--- src/rtl/uart_tx_fifo.sv ---
// UART transmitter fed by a small byte FIFO: start bit, DATA_BITS data bits (LSB first),
// optional parity and STOP_BITS stop bits, with back-to-back frames while bytes are queued.
package uart_pkg;
  typedef enum int unsigned {
    BR_9600   = 9600,
    BR_19200  = 19200,
    BR_38400  = 38400,
    BR_57600  = 57600,
    BR_115200 = 115200,
    BR_230400 = 230400,
    BR_460800 = 460800,
    BR_921600 = 921600
  } uart_baud_rate_t;
endpackage

module uart_tx_fifo #(
  parameter int unsigned               CLK_FREQ_HZ = 100000000,
  parameter uart_pkg::uart_baud_rate_t BAUD_RATE   = uart_pkg::BR_115200,
  parameter int                        DATA_BITS   = 8,
  parameter int                        PARITY      = 0,
  parameter int                        STOP_BITS   = 1,
  parameter int                        FIFO_DEPTH  = 8
) (
  input  logic                          clk,
  input  logic                          rst,
  input  logic                          in_valid,
  output logic                          in_ready,
  input  logic [7:0]                    in_data,
  input  logic                          flush,
  output logic                          tx,
  output logic                          busy,
  output logic [$clog2(FIFO_DEPTH):0]   fifo_count
);

  localparam int unsigned CLKS_PER_BIT = CLK_FREQ_HZ / 32'(BAUD_RATE);
  localparam int          AW           = $clog2(FIFO_DEPTH);
  localparam int          CW           = $clog2(STOP_BITS * CLKS_PER_BIT);
  localparam logic [CW-1:0] BIT_END    = CW'(CLKS_PER_BIT - 1);
  localparam logic [CW-1:0] STOP_END   = CW'(STOP_BITS * CLKS_PER_BIT - 1);
  localparam logic [2:0]  LAST_BIT     = 3'(DATA_BITS - 1);
  localparam logic [AW:0] DEPTH_L      = (AW + 1)'(FIFO_DEPTH);
  localparam logic [7:0]  DATA_MASK    = 8'((1 << DATA_BITS) - 1);
  localparam logic        ODD_PARITY   = (PARITY == 2);

  if (CLKS_PER_BIT < 2) begin : g_bad_clks
    $error("uart_tx_fifo: CLK_FREQ_HZ/BAUD_RATE must be at least 2");
  end
  if (DATA_BITS < 5 || DATA_BITS > 8) begin : g_bad_data_bits
    $error("uart_tx_fifo: DATA_BITS must be 5..8");
  end
  if (PARITY < 0 || PARITY > 2) begin : g_bad_parity
    $error("uart_tx_fifo: PARITY must be 0, 1 or 2");
  end
  if (STOP_BITS != 1 && STOP_BITS != 2) begin : g_bad_stop
    $error("uart_tx_fifo: STOP_BITS must be 1 or 2");
  end
  if (FIFO_DEPTH < 2 || (FIFO_DEPTH & (FIFO_DEPTH - 1)) != 0) begin : g_bad_depth
    $error("uart_tx_fifo: FIFO_DEPTH must be a power of two >= 2");
  end

  typedef enum logic [2:0] {S_IDLE, S_START, S_DATA, S_PARITY, S_STOP} state_t;

  state_t        state_q, state_n;
  logic [CW-1:0] baud_q, baud_n;
  logic [2:0]    bit_q, bit_n;
  logic          tx_q, tx_n;
  logic          line_active_q;
  logic [7:0]    shreg_q;
  logic          par_q;

  logic [7:0]    mem [FIFO_DEPTH];
  logic [AW-1:0] wr_ptr_q, rd_ptr_q;
  logic [AW:0]   count_q;

  logic push, pop, shift, fifo_avail, bit_end, stop_end;

  function automatic logic frame_parity(input logic [7:0] d);
    return (^(d & DATA_MASK)) ^ ODD_PARITY;
  endfunction

  assign in_ready   = (count_q < DEPTH_L);
  assign push       = in_valid && in_ready && !flush;
  // A flush in the same cycle must not let the head escape into the shifter.
  assign fifo_avail = (count_q != '0) && !flush;
  assign bit_end    = (baud_q == BIT_END);
  assign stop_end   = (baud_q == STOP_END);

  always_ff @(posedge clk or posedge rst) begin
    if (rst) begin
      wr_ptr_q <= '0;
      rd_ptr_q <= '0;
      count_q  <= '0;
    end else if (flush) begin
      rd_ptr_q <= wr_ptr_q;
      count_q  <= '0;
    end else begin
      if (push) wr_ptr_q <= wr_ptr_q + AW'(1);
      if (pop)  rd_ptr_q <= rd_ptr_q + AW'(1);
      if (push && !pop)      count_q <= count_q + (AW + 1)'(1);
      else if (pop && !push) count_q <= count_q - (AW + 1)'(1);
    end
  end

  always_ff @(posedge clk) begin
    if (push) mem[wr_ptr_q] <= in_data;
  end

  always_ff @(posedge clk) begin
    if (pop) begin
      shreg_q <= mem[rd_ptr_q] & DATA_MASK;
      par_q   <= frame_parity(mem[rd_ptr_q]);
    end else if (shift) begin
      shreg_q <= {1'b0, shreg_q[7:1]};
    end
  end

  // tx follows the state by one register stage; line_active_q covers that lag for busy.
  always_ff @(posedge clk or posedge rst) begin
    if (rst) begin
      state_q       <= S_IDLE;
      baud_q        <= '0;
      bit_q         <= '0;
      tx_q          <= 1'b1;
      line_active_q <= 1'b0;
    end else begin
      state_q       <= state_n;
      baud_q        <= baud_n;
      bit_q         <= bit_n;
      tx_q          <= tx_n;
      line_active_q <= (state_q != S_IDLE);
    end
  end

  always_comb begin
    state_n = state_q;
    baud_n  = baud_q;
    bit_n   = bit_q;
    pop     = 1'b0;
    shift   = 1'b0;
    tx_n    = 1'b1;
    case (state_q)
      S_IDLE: begin
        if (fifo_avail) begin
          pop     = 1'b1;
          baud_n  = '0;
          state_n = S_START;
        end
      end
      S_START: begin
        tx_n = 1'b0;
        if (bit_end) begin
          baud_n  = '0;
          bit_n   = '0;
          state_n = S_DATA;
        end else begin
          baud_n = baud_q + CW'(1);
        end
      end
      S_DATA: begin
        tx_n = shreg_q[0];
        if (bit_end) begin
          baud_n = '0;
          shift  = 1'b1;
          if (bit_q == LAST_BIT) state_n = (PARITY != 0) ? S_PARITY : S_STOP;
          else                   bit_n   = bit_q + 3'd1;
        end else begin
          baud_n = baud_q + CW'(1);
        end
      end
      S_PARITY: begin
        tx_n = par_q;
        if (bit_end) begin
          baud_n  = '0;
          state_n = S_STOP;
        end else begin
          baud_n = baud_q + CW'(1);
        end
      end
      S_STOP: begin
        if (stop_end) begin
          baud_n = '0;
          if (fifo_avail) begin
            pop     = 1'b1;
            state_n = S_START;
          end else begin
            state_n = S_IDLE;
          end
        end else begin
          baud_n = baud_q + CW'(1);
        end
      end
      default: state_n = S_IDLE;
    endcase
  end

  assign tx         = tx_q;
  assign busy       = (state_q != S_IDLE) || (count_q != '0) || line_active_q;
  assign fifo_count = count_q;

endmodule

--- config.mk ---
export PLATFORM = sky130hd
export DESIGN_NAME = uart_tx_fifo
export DESIGN_NICKNAME = d
export VERILOG_FILES = /design/src/rtl/uart_tx_fifo.sv
export SDC_FILE = /design/constraint.sdc
export NUM_CORES = 1
export LEC_CHECK = 0
export ABC_AREA = 0
export CORE_ASPECT_RATIO = 1.75
export CORE_MARGIN = 4
export CORE_UTILIZATION = 45
export DETAILED_ROUTE_END_ITERATION = 6
export PLACE_DENSITY = 0.65
export SYNTH_ARGS = -nofsm -noshare
export SYNTH_HDL_FRONTEND = slang
export SYNTH_SLANG_ARGS = --single-unit
--- constraint.sdc ---
create_clock -name clk -period 3.1 [get_ports clk]
set_input_delay 0.31 -clock clk [delete_from_list [all_inputs] [get_ports clk]]
set_output_delay 0.31 -clock clk [all_outputs]
set_load 0.01 [all_outputs]
==> results.py, run 1 <==
metrics = {
    "placement": {
        "dpl_cell_area_um2": 5150,
        "hpwl_mm": 6.23,
        "place_congestion": 0.790,
        "io_buffers": 18,
    },
    "clock_network": {
        "postCtsSetupBuffers": 0,
        "clock_path_buffers": 2,
        "cts_buffers": 9,
        "cts_tree": "yes",
        "cts.htree.levels": 3,
        "postCtsResizedCells": 0,
        "path_clk_slew_ps": 70,
        "cts.sinks": 101,
        "postCtsHoldBufs": 0,
        "clock-root-buffer": "clkbuf_16",
        "clkLatencyLatePin_ps": 340,
    },
    "detailed_routing": {
        "drt_iter0_markers": 157,
        "ant_nets": 0,
        "vias": 2738,
        "via_per_inst": 5.50,
        "firstDrtPassIters": 4,
        "wl_mm": 8.62,
        "wl_per_cell_um": 17.3,
        "drcViolationCount": 0,
    },
    "floorplan": {
        "ioPinCount": 19,
        "num_rows": 49,
        "die-area_um2": 12400,
        "die_h_um": 144,
        "die_w_um": 85.8,
        "start_util": 0.463,
        "core_um2": 10300,
    },
    "critical_path": {
        "path_class": "reg2out",
        "start_kind": "flop",
        "path_max_fanout": 6,
        "arrival_ps": 2320,
        "critPathRequiredTime_ps": 2790,
        "cp-end-kind": "output port",
    },
    "cells_and_area": {
        "design_area_um2": 5460,
        "drive_gt1_frac": 0.143,
        "area_growth_pct": 14.6,
        "diodes": 0,
        "utilization": 0.530,
        "fin_nets": 386,
    },
    "sta": {
        "setup_viol": 0,
        "fin_crit_ps": 2630,
        "holdWs_ps": 331,
        "finalSetupTns_ps": 0,
        "fmax_mhz": 380,
        "fin_skew_ps": 11.8,
        "period_share": 0.850,
        "rsz0062_at_grt": "no",
        "hold_viol": 0,
        "timing.slew.headroom": 0.412,
        "slew_viol_final": 0,
        "worst_pin_slew_ps": 882,
    },
    "hold_path": {
        "worstHoldPathType": "in2async",
    },
    "logic_synthesis": {
        "yosysWarnings": 0,
        "synth_cells": 334,
        "synthFlopType": "edfxtp_1",
        "synthTopCellsByArea": "edfxtp_1, dfrtp_1, mux4_1",
        "ys_types": 50,
        "ys_top_cells_by_count": "edfxtp_1, nand2_1, o21ai_0",
        "ys_async_sr_fraction": 0.277,
        "synth-edff-count": 73,
        "synth_top_area_frac": 0.460,
        "synth-seq-cells": 101,
        "synth_most_common_cell": "edfxtp_1",
        "netlist_area_um2": 4770,
        "synthesis.nets": 354,
        "seq_area_frac_synth": 0.607,
        "avgSynthCellArea_um2": 14.3,
        "yosysTopAreaCell": "edfxtp_1",
    },
    "job": {
        "maxCapViolCount": 0,
    },
    "global_routing": {
        "grt_pass1_wl_mm": 14.1,
        "antenna_found_initial": 0,
        "grt.total_usage": 0.150,
        "grt_pass1_vias": 2835,
        "grt_overflow_total": 0,
        "grt_max_degree": 29,
    },
    "pwr": {
        "leakage_nw": 1.98,
        "total_power_mw": 3.80,
        "power.density_nw_per_um2": 696,
        "peakVddDrop_mv": 0.383,
    },
    "status": {
        "outcome": "complete, no violations",
    },
}
-- flip-flops by register name, indices dropped and copies added, names as in the netlist, 3 cells and up --
| signal | count |
|---|---|
| mem | 64 |
| baud_q | 10 |
| shreg_q | 8 |
| fifo_count | 4 |
| bit_q | 3 |
| rd_ptr_q | 3 |
| state_q | 3 |
| wr_ptr_q | 3 |
-- metrics by stage --
stage,setup WS [ps],instances
3_5_place_dp,431,482
2_1_floorplan,254,334
5_1_grt,312,498
4_1_cts,428,498
3_3_place_gp,500,482
6_report,466,498
-- where the power goes --
| part | internal (mW) | total [mW] | switching [mW] |
|---|---|---|---|
| combinational | 0.521 | 0.903 | 0.382 |
| clock | 0.644 | 1.15 | 0.503 |
| sequential | 1.58 | 1.75 | 0.175 |
| total | 2.74 | 3.80 | 1.06 |
-- per-layer routing --
layer	global-route usage	vias to the layer above	part of all wire
met3	0.0285	12	0.024
li1	-	1327	-
met1	0.160	1364	0.39
met5	0	-	0
met4	0.0567	0	0.019
met2	0.289	35	0.56
-- path summary, 6_finish.rpt --
kind	start	endpoint	slack, ps	cells past startpoint
max	fifo_count[0]	busy	470	3
min	rst	fifo_count[0]	330	3
max in group asynchronous	rst	tx	2450	3
min reg2reg	state_q[2]	state_q[1]	510	1
max reg2reg	baud_q[0]	fifo_count[3]	470	10
min in group clk	state_q[2]	state_q[1]	510	1
-- worst max-delay path, stage by stage, from the launching register on --
cell and delay, ps:
dfrtp_1 460, nor4_2 560, or3b_2 480, clkdlybuf4s50_1 480
-- layout make-up --
| type | count | area, µm² |
|---|---|---|
| multi-input combinational | 208 | 1740 |
| inverter | 10 | 37.5 |
| timing repair buffer | 36 | 315 |
| fill | 862 | 4840 |
| sequential | 101 | 2890 |
| tap | 127 | 159 |
| clock inverter | 7 | 90.1 |
| clock buffer | 9 | 225 |
-- cell usage in the layout (no fill, tap or decap), types with 3 or more instances in the layout --
master and count:
a2bb2oi_1 3, nor3b_1 3, o21ai_0 29, a21o_1 5, nor3_1 11, xnor2_1 17
ha_1 7, dfrtp_1 27, buf_4 18, inv_6 3, nor2_1 15, mux4_1 11
mux2i_1 10, nand3_1 6, edfxtp_1 73, or3_1 3, inv_1 9, clkdlybuf4s50_1 18
a21oi_1 4, clkbuf_16 9, and3_1 3, mux4_2 9, xor2_1 10, nand2_1 33
-- cells by family after synthesis --
| group | after synthesis | synth area share |
|---|---|---|
| compound gates | 52 | 0.0661 |
| xor+xnor | 27 | 0.0496 |
| fa+ha+maj | 8 | 0.0226 |
| buf+inv | 25 | 0.0276 |
| flops | 101 | 0.607 |
| mux | 33 | 0.134 |
| simple gates | 88 | 0.0937 |
(Power assumes the default switching activity.)
==> inputs of run 2 (changes only) <==
==> constraint.sdc (replaced) <==
create_clock -name clk -period 2.7 [get_ports clk]
set_input_delay 0.27 -clock clk [delete_from_list [all_inputs] [get_ports clk]]
set_output_delay 0.27 -clock clk [all_outputs]
set_load 0.01 [all_outputs]
==> results.py, run 2 (synthesis gave the netlist of run 1 again) <==
metrics = {
    "sta": {
        "timing.slew.headroom": 0.504,
        "period_share": 0.955,
        "fin_crit_ps": 2580,
        "rsz0062_at_grt": "no",
        "worst_pin_slew_ps": 741,
        "finalSetupTns_ps": 0,
        "slew_viol_final": 0,
        "holdWs_ps": 290,
        "setup_viol": 0,
        "hold_viol": 0,
        "fmax_mhz": 388,
        "fin_skew_ps": 8.04,
    },
    "detailed_routing": {
        "wl_mm": 9.05,
        "drt_iter0_markers": 116,
        "wl_per_cell_um": 17.8,
        "via_per_inst": 5.52,
        "vias": 2798,
        "firstDrtPassIters": 4,
        "ant_nets": 0,
        "drcViolationCount": 0,
    },
    "critical_path": {
        "cp_slowest_stage_delay_ps": 420,
        "slowest_stage": "dfrtp_1",
        "cp-end-kind": "flop",
        "arrival_ps": 2850,
        "critPathRequiredTime_ps": 2970,
        "start_kind": "flop",
        "path_cells": "ha_2 > and4bb_2 > a31o_4 > nand2_2 > nand2_2 > ha_1 > a21o_1 > a21o_1 > or4_1 > a31oi_1",
        "path_class": "reg2reg",
        "path_max_fanout": 6,
    },
    "cells_and_area": {
        "design_area_um2": 5520,
        "top_regs": "mem: 64 flops, baud_q: 10 flops, shreg_q: 8 flops",
        "drive_gt1_frac": 0.171,
        "layout_common_cells": "edfxtp_1, nand2_1, o21ai_0",
        "utilization": 0.536,
        "diodes": 0,
        "largest_reg_flops": 64,
        "fin_nets": 395,
        "area_growth_pct": 15.7,
        "final_common_cell": "edfxtp_1",
        "regMostFlops": "mem",
    },
    "status": {
        "outcome": "complete, no violations",
    },
    "floorplan": {
        "num_rows": 49,
        "ioPinCount": 19,
        "start_util": 0.463,
        "die_h_um": 144,
        "core_um2": 10300,
        "die_w_um": 85.8,
        "die-area_um2": 12400,
    },
    "clock_network": {
        "path_clk_slew_ps": 70,
        "cts_tree": "yes",
        "cts_buffers": 9,
        "cts.htree.levels": 3,
        "clock-root-buffer": "clkbuf_16",
        "postCtsHoldBufs": 0,
        "cts.sinks": 101,
        "clkLatencyLatePin_ps": 350,
        "clock_path_buffers": 2,
    },
    "pwr": {
        "leakage_nw": 2.02,
        "peakVddDrop_mv": 0.479,
        "power.density_nw_per_um2": 781,
    },
    "global_routing": {
        "grt_overflow_total": 0,
        "grt_pass1_wl_mm": 14.5,
        "grt.total_usage": 0.157,
        "antenna_found_initial": 0,
        "grt_max_degree": 29,
        "grt_pass1_vias": 2841,
    },
    "job": {
        "maxCapViolCount": 0,
    },
    "placement": {
        "io_buffers": 18,
        "place_congestion": 0.887,
        "hpwl_mm": 6.61,
        "dpl_cell_area_um2": 5210,
    },
    "hold_path": {
        "worstHoldPathType": "in2async",
    },
}
==> run 2: cell count changes in the layout (fill, tap and decap cells not counted), sizes merged <==
cell / before / now
bufinv: 1 / 0
buf: 18 / 27
inv: 12 / 15
clkinv: 4 / 2
==> run 2: cell type report <==
class                           instances  area (µm²)
Fill cell                             868        4780
Tap cell                              127         159
Clock buffer                            9         225
Timing Repair Buffer                   45         383
Clock inverter                          7        60.1
Inverter                               10        37.5
Sequential cell                       101        2890
Multi-Input combinational cell        208        1760
==> run 2: final timing paths <==
kind                       slack, ps      start  depth (start not counted)             to
setup / recovery                 120  baud_q[0]                         10  fifo_count[3]
hold / removal                   290        rst                          3  fifo_count[1]
setup reg to reg                 120  baud_q[0]                         10  fifo_count[3]
hold reg to reg                  490   bit_q[1]                          2       bit_q[1]
max in group asynchronous       2090        rst                          3             tx
min in group clk                 490   bit_q[1]                          2       bit_q[1]
==> run 2: power breakdown <==
| part | internal (mW) | total (mW) | switching [mW] |
|---|---|---|---|
| registers | 1.82 | 1.91 | 0.0981 |
| logic | 0.610 | 1.16 | 0.551 |
| clock network | 0.646 | 1.23 | 0.586 |
| total | 3.07 | 4.31 | 1.24 |
==> run 2: what timing repair did <==
item / CTS / global route
buffers inserted: 0 / 2
endpoints found under the setup margin: 0 / 1
resized for setup: 0 / 2
==> run 2: worst max-delay path, delay by kind of cell, from the launching register on <==
kind	cells	cell delay (ps)
AO/OA/AOI/OAI	4	790
AND/OR/NAND/NOR	4	780
adder cells (fa/ha/maj)	2	500
flip-flops	1	420
==> run 2: metrics by stage <==
| step | worst slack, ps | std cells | total power [mW] |
|---|---|---|---|
| floorplan | 11.6 | 334 | 2.82 |
| global placement | 191 | 489 | 3.10 |
| detailed placement | 82.5 | 489 | 3.13 |
| CTS | 71.0 | 505 | 4.37 |
| global route | 14.4 | 507 | 4.53 |
| finish | 121 | 507 | 4.31 |
==> run 2: layer usage <==
layer,part of all wire,routed length [µm],vias to the layer above,GRT usage
li1,-,-,1344,-
met3,0.019,170,18,0.0268
met5,0,0,-,0
met2,0.57,5140,33,0.295
met1,0.38,3480,1403,0.166
met4,0.029,259,0,0.0809
==> inputs of run 3 (changes only) <==
--- a/config.mk
+++ b/config.mk
@@ -11,6 +11,8 @@
 export CORE_UTILIZATION = 45
 export DETAILED_ROUTE_END_ITERATION = 6
 export PLACE_DENSITY = 0.65
+export RECOVER_POWER = 100
+export SKIP_CTS_REPAIR_TIMING = 1
 export SYNTH_ARGS = -nofsm -noshare
 export SYNTH_HDL_FRONTEND = slang
 export SYNTH_SLANG_ARGS = --single-unit
==> results.py, run 3 (synthesis gave the netlist of run 1 again) <==
metrics = {
    "status": {
        "outcome": "complete, but fails checks",
        "violations": "max-capacitance violations, max-slew violations",
    },
    "critical_path": {
        "ff2ff_setup_slack_ps": 110,
        "crit_start": "baud_q[0]",
        "cp-end-kind": "flop",
        "path_buf_inv": 0,
        "path_class": "reg2reg",
        "arrival_ps": 2850,
        "slowest_stage": "dfrtp_1",
        "path_max_fanout": 6,
        "critPathCapture": "fifo_count[3]",
        "start_kind": "flop",
        "path_depth": 10,
        "critPathRequiredTime_ps": 2970,
        "cp_slowest_stage_delay_ps": 420,
        "r2r-end": "fifo_count[3]",
        "critPathTopFamily": "compound AO/OA/AOI/OAI gates",
        "r2r_start": "baud_q[0]",
        "r2r_cells": 10,
        "path_cells": "ha_2 > and4bb_2 > a31o_4 > nand2_2 > nand2_2 > ha_1 > a21o_1 > a21o_1 > or4_1 > a31oi_1",
    },
    "placement": {
        "dpl.cell_count": 489,
        "place_congestion": 0.887,
        "hpwl_mm": 6.61,
        "io_buffers": 18,
        "dpl_cell_area_um2": 5210,
    },
    "cells_and_area": {
        "diodes": 0,
        "design_area_um2": 5460,
        "largest_reg_flops": 64,
        "layout_common_cells": "edfxtp_1, nand2_1, o21ai_0",
        "top_regs": "mem: 64 flops, baud_q: 10 flops, shreg_q: 8 flops",
        "drive_gt1_frac": 0.132,
        "final_common_cell": "edfxtp_1",
        "regMostFlops": "mem",
        "area_growth_pct": 14.5,
        "final_cells": 507,
        "fin_nets": 395,
    },
    "clock_network": {
        "clkLatencyLatePin_ps": 350,
        "path_clk_slew_ps": 70,
        "cts_tree": "yes",
        "clock-root-buffer": "clkbuf_16",
        "cts.htree.levels": 3,
        "cts_buffers": 9,
        "cts.sinks": 101,
        "clock_path_buffers": 2,
    },
    "global_routing": {
        "antenna_found_initial": 0,
        "grt_pass1_vias": 2841,
        "grt.total_usage": 0.157,
        "grt_overflow_total": 0,
        "grt_pass1_wl_mm": 14.5,
        "grt_max_degree": 29,
    },
    "floorplan": {
        "start_util": 0.463,
        "core_um2": 10300,
        "die_w_um": 85.8,
        "ioPinCount": 19,
        "num_rows": 49,
        "die_h_um": 144,
        "die-area_um2": 12400,
    },
    "pwr": {
        "power.density_nw_per_um2": 783,
        "sw_frac_of_total": 0.289,
        "p_int_mw": 3.04,
        "total_power_mw": 4.28,
        "peakVddDrop_mv": 0.458,
        "pwr-share-seq": 0.448,
        "p_switching_mw": 1.24,
        "clkPwrFrac": 0.288,
        "leakage_nw": 1.97,
        "combPwrFrac": 0.264,
    },
    "sta": {
        "rsz0062_at_grt": "no",
        "fin_skew_ps": 7.17,
        "fmax_mhz": 386,
        "fin_crit_ps": 2590,
        "timing.slew.headroom": -0.0411,
        "finalSetupTns_ps": 0,
        "period_share": 0.959,
        "holdWs_ps": 495,
        "worst_pin_slew_ps": 1560,
        "setup_viol": 0,
        "slew_viol_final": 29,
        "hold_viol": 0,
    },
    "detailed_routing": {
        "via_per_inst": 5.51,
        "drcViolationCount": 0,
        "drt_iter0_markers": 138,
        "ant_nets": 0,
        "vias": 2794,
        "firstDrtPassIters": 4,
        "wl_mm": 9.07,
        "wl_per_cell_um": 17.9,
    },
    "job": {
        "maxCapViolCount": 1,
    },
    "hold_path": {
        "worstHoldPathType": "reg2reg",
    },
}
==> run 3: cell types whose count changed in the layout (fill, tap and decap cells not counted) <==
| cell | delta |
|---|---|
| clkbuf_1 | +15 |
| buf_4 | -15 |
| dlygate4sd3_1 | +17 |
| clkdlybuf4s50_1 | -17 |
==> run 3: per-stage QoR <==
stage                     worst slack [ps]   util
after floorplan                       11.6      -
final                                  112  0.530
after global placement                 191  0.505
after detailed placement              82.5  0.505
after global routing                  14.7  0.530
after CTS                             71.0  0.533
==> run 3: tightest hold or removal path, cell delays in order, from the launching register on <==
cell and delay, ps:
dfrtp_1 350, nand2_1 50, o21ai_0 60
==> run 3: power by group through the flow <==
stage / sequential (mW) / combinational [mW] / clock (mW)
after floorplan: 1.93 / 0.889 / 0
after global placement: 1.94 / 1.15 / 0
after detailed placement: 1.95 / 1.18 / 0
after CTS: 1.92 / 1.19 / 1.27
after global routing: 1.93 / 1.23 / 1.34
final: 1.91 / 1.13 / 1.23
==> run 3: worst min-delay path by stage <==
stage	startpoint	to	slack, ps	depth (start not counted)
4_1_cts	rst	fifo_count[1]	290	3
3_3_place_gp	bit_q[1]	bit_q[1]	480	2
3_5_place_dp	bit_q[1]	bit_q[1]	490	2
2_1_floorplan	rst	baud_q[0]	330	1
5_1_grt	bit_q[1]	bit_q[1]	540	2
6_report	bit_q[1]	bit_q[1]	490	2
==> run 3: area by class of cell <==
| type | count | area [µm²] |
|---|---|---|
| sequential | 101 | 2890 |
| clock buffer | 9 | 225 |
| clock inverter | 7 | 60.1 |
| fill | 883 | 4840 |
| multi-input combinational | 208 | 1760 |
| inverter | 10 | 37.5 |
| tap | 127 | 159 |
| timing repair buffer | 45 | 327 |
==> run 3: per-layer routing <==
layer	vias to the layer above	share of wire	track usage
met5	-	0	0
met4	0	0.029	0.0809
met3	18	0.018	0.0268
met2	32	0.57	0.295
met1	1397	0.38	0.166
li1	1347	-	-
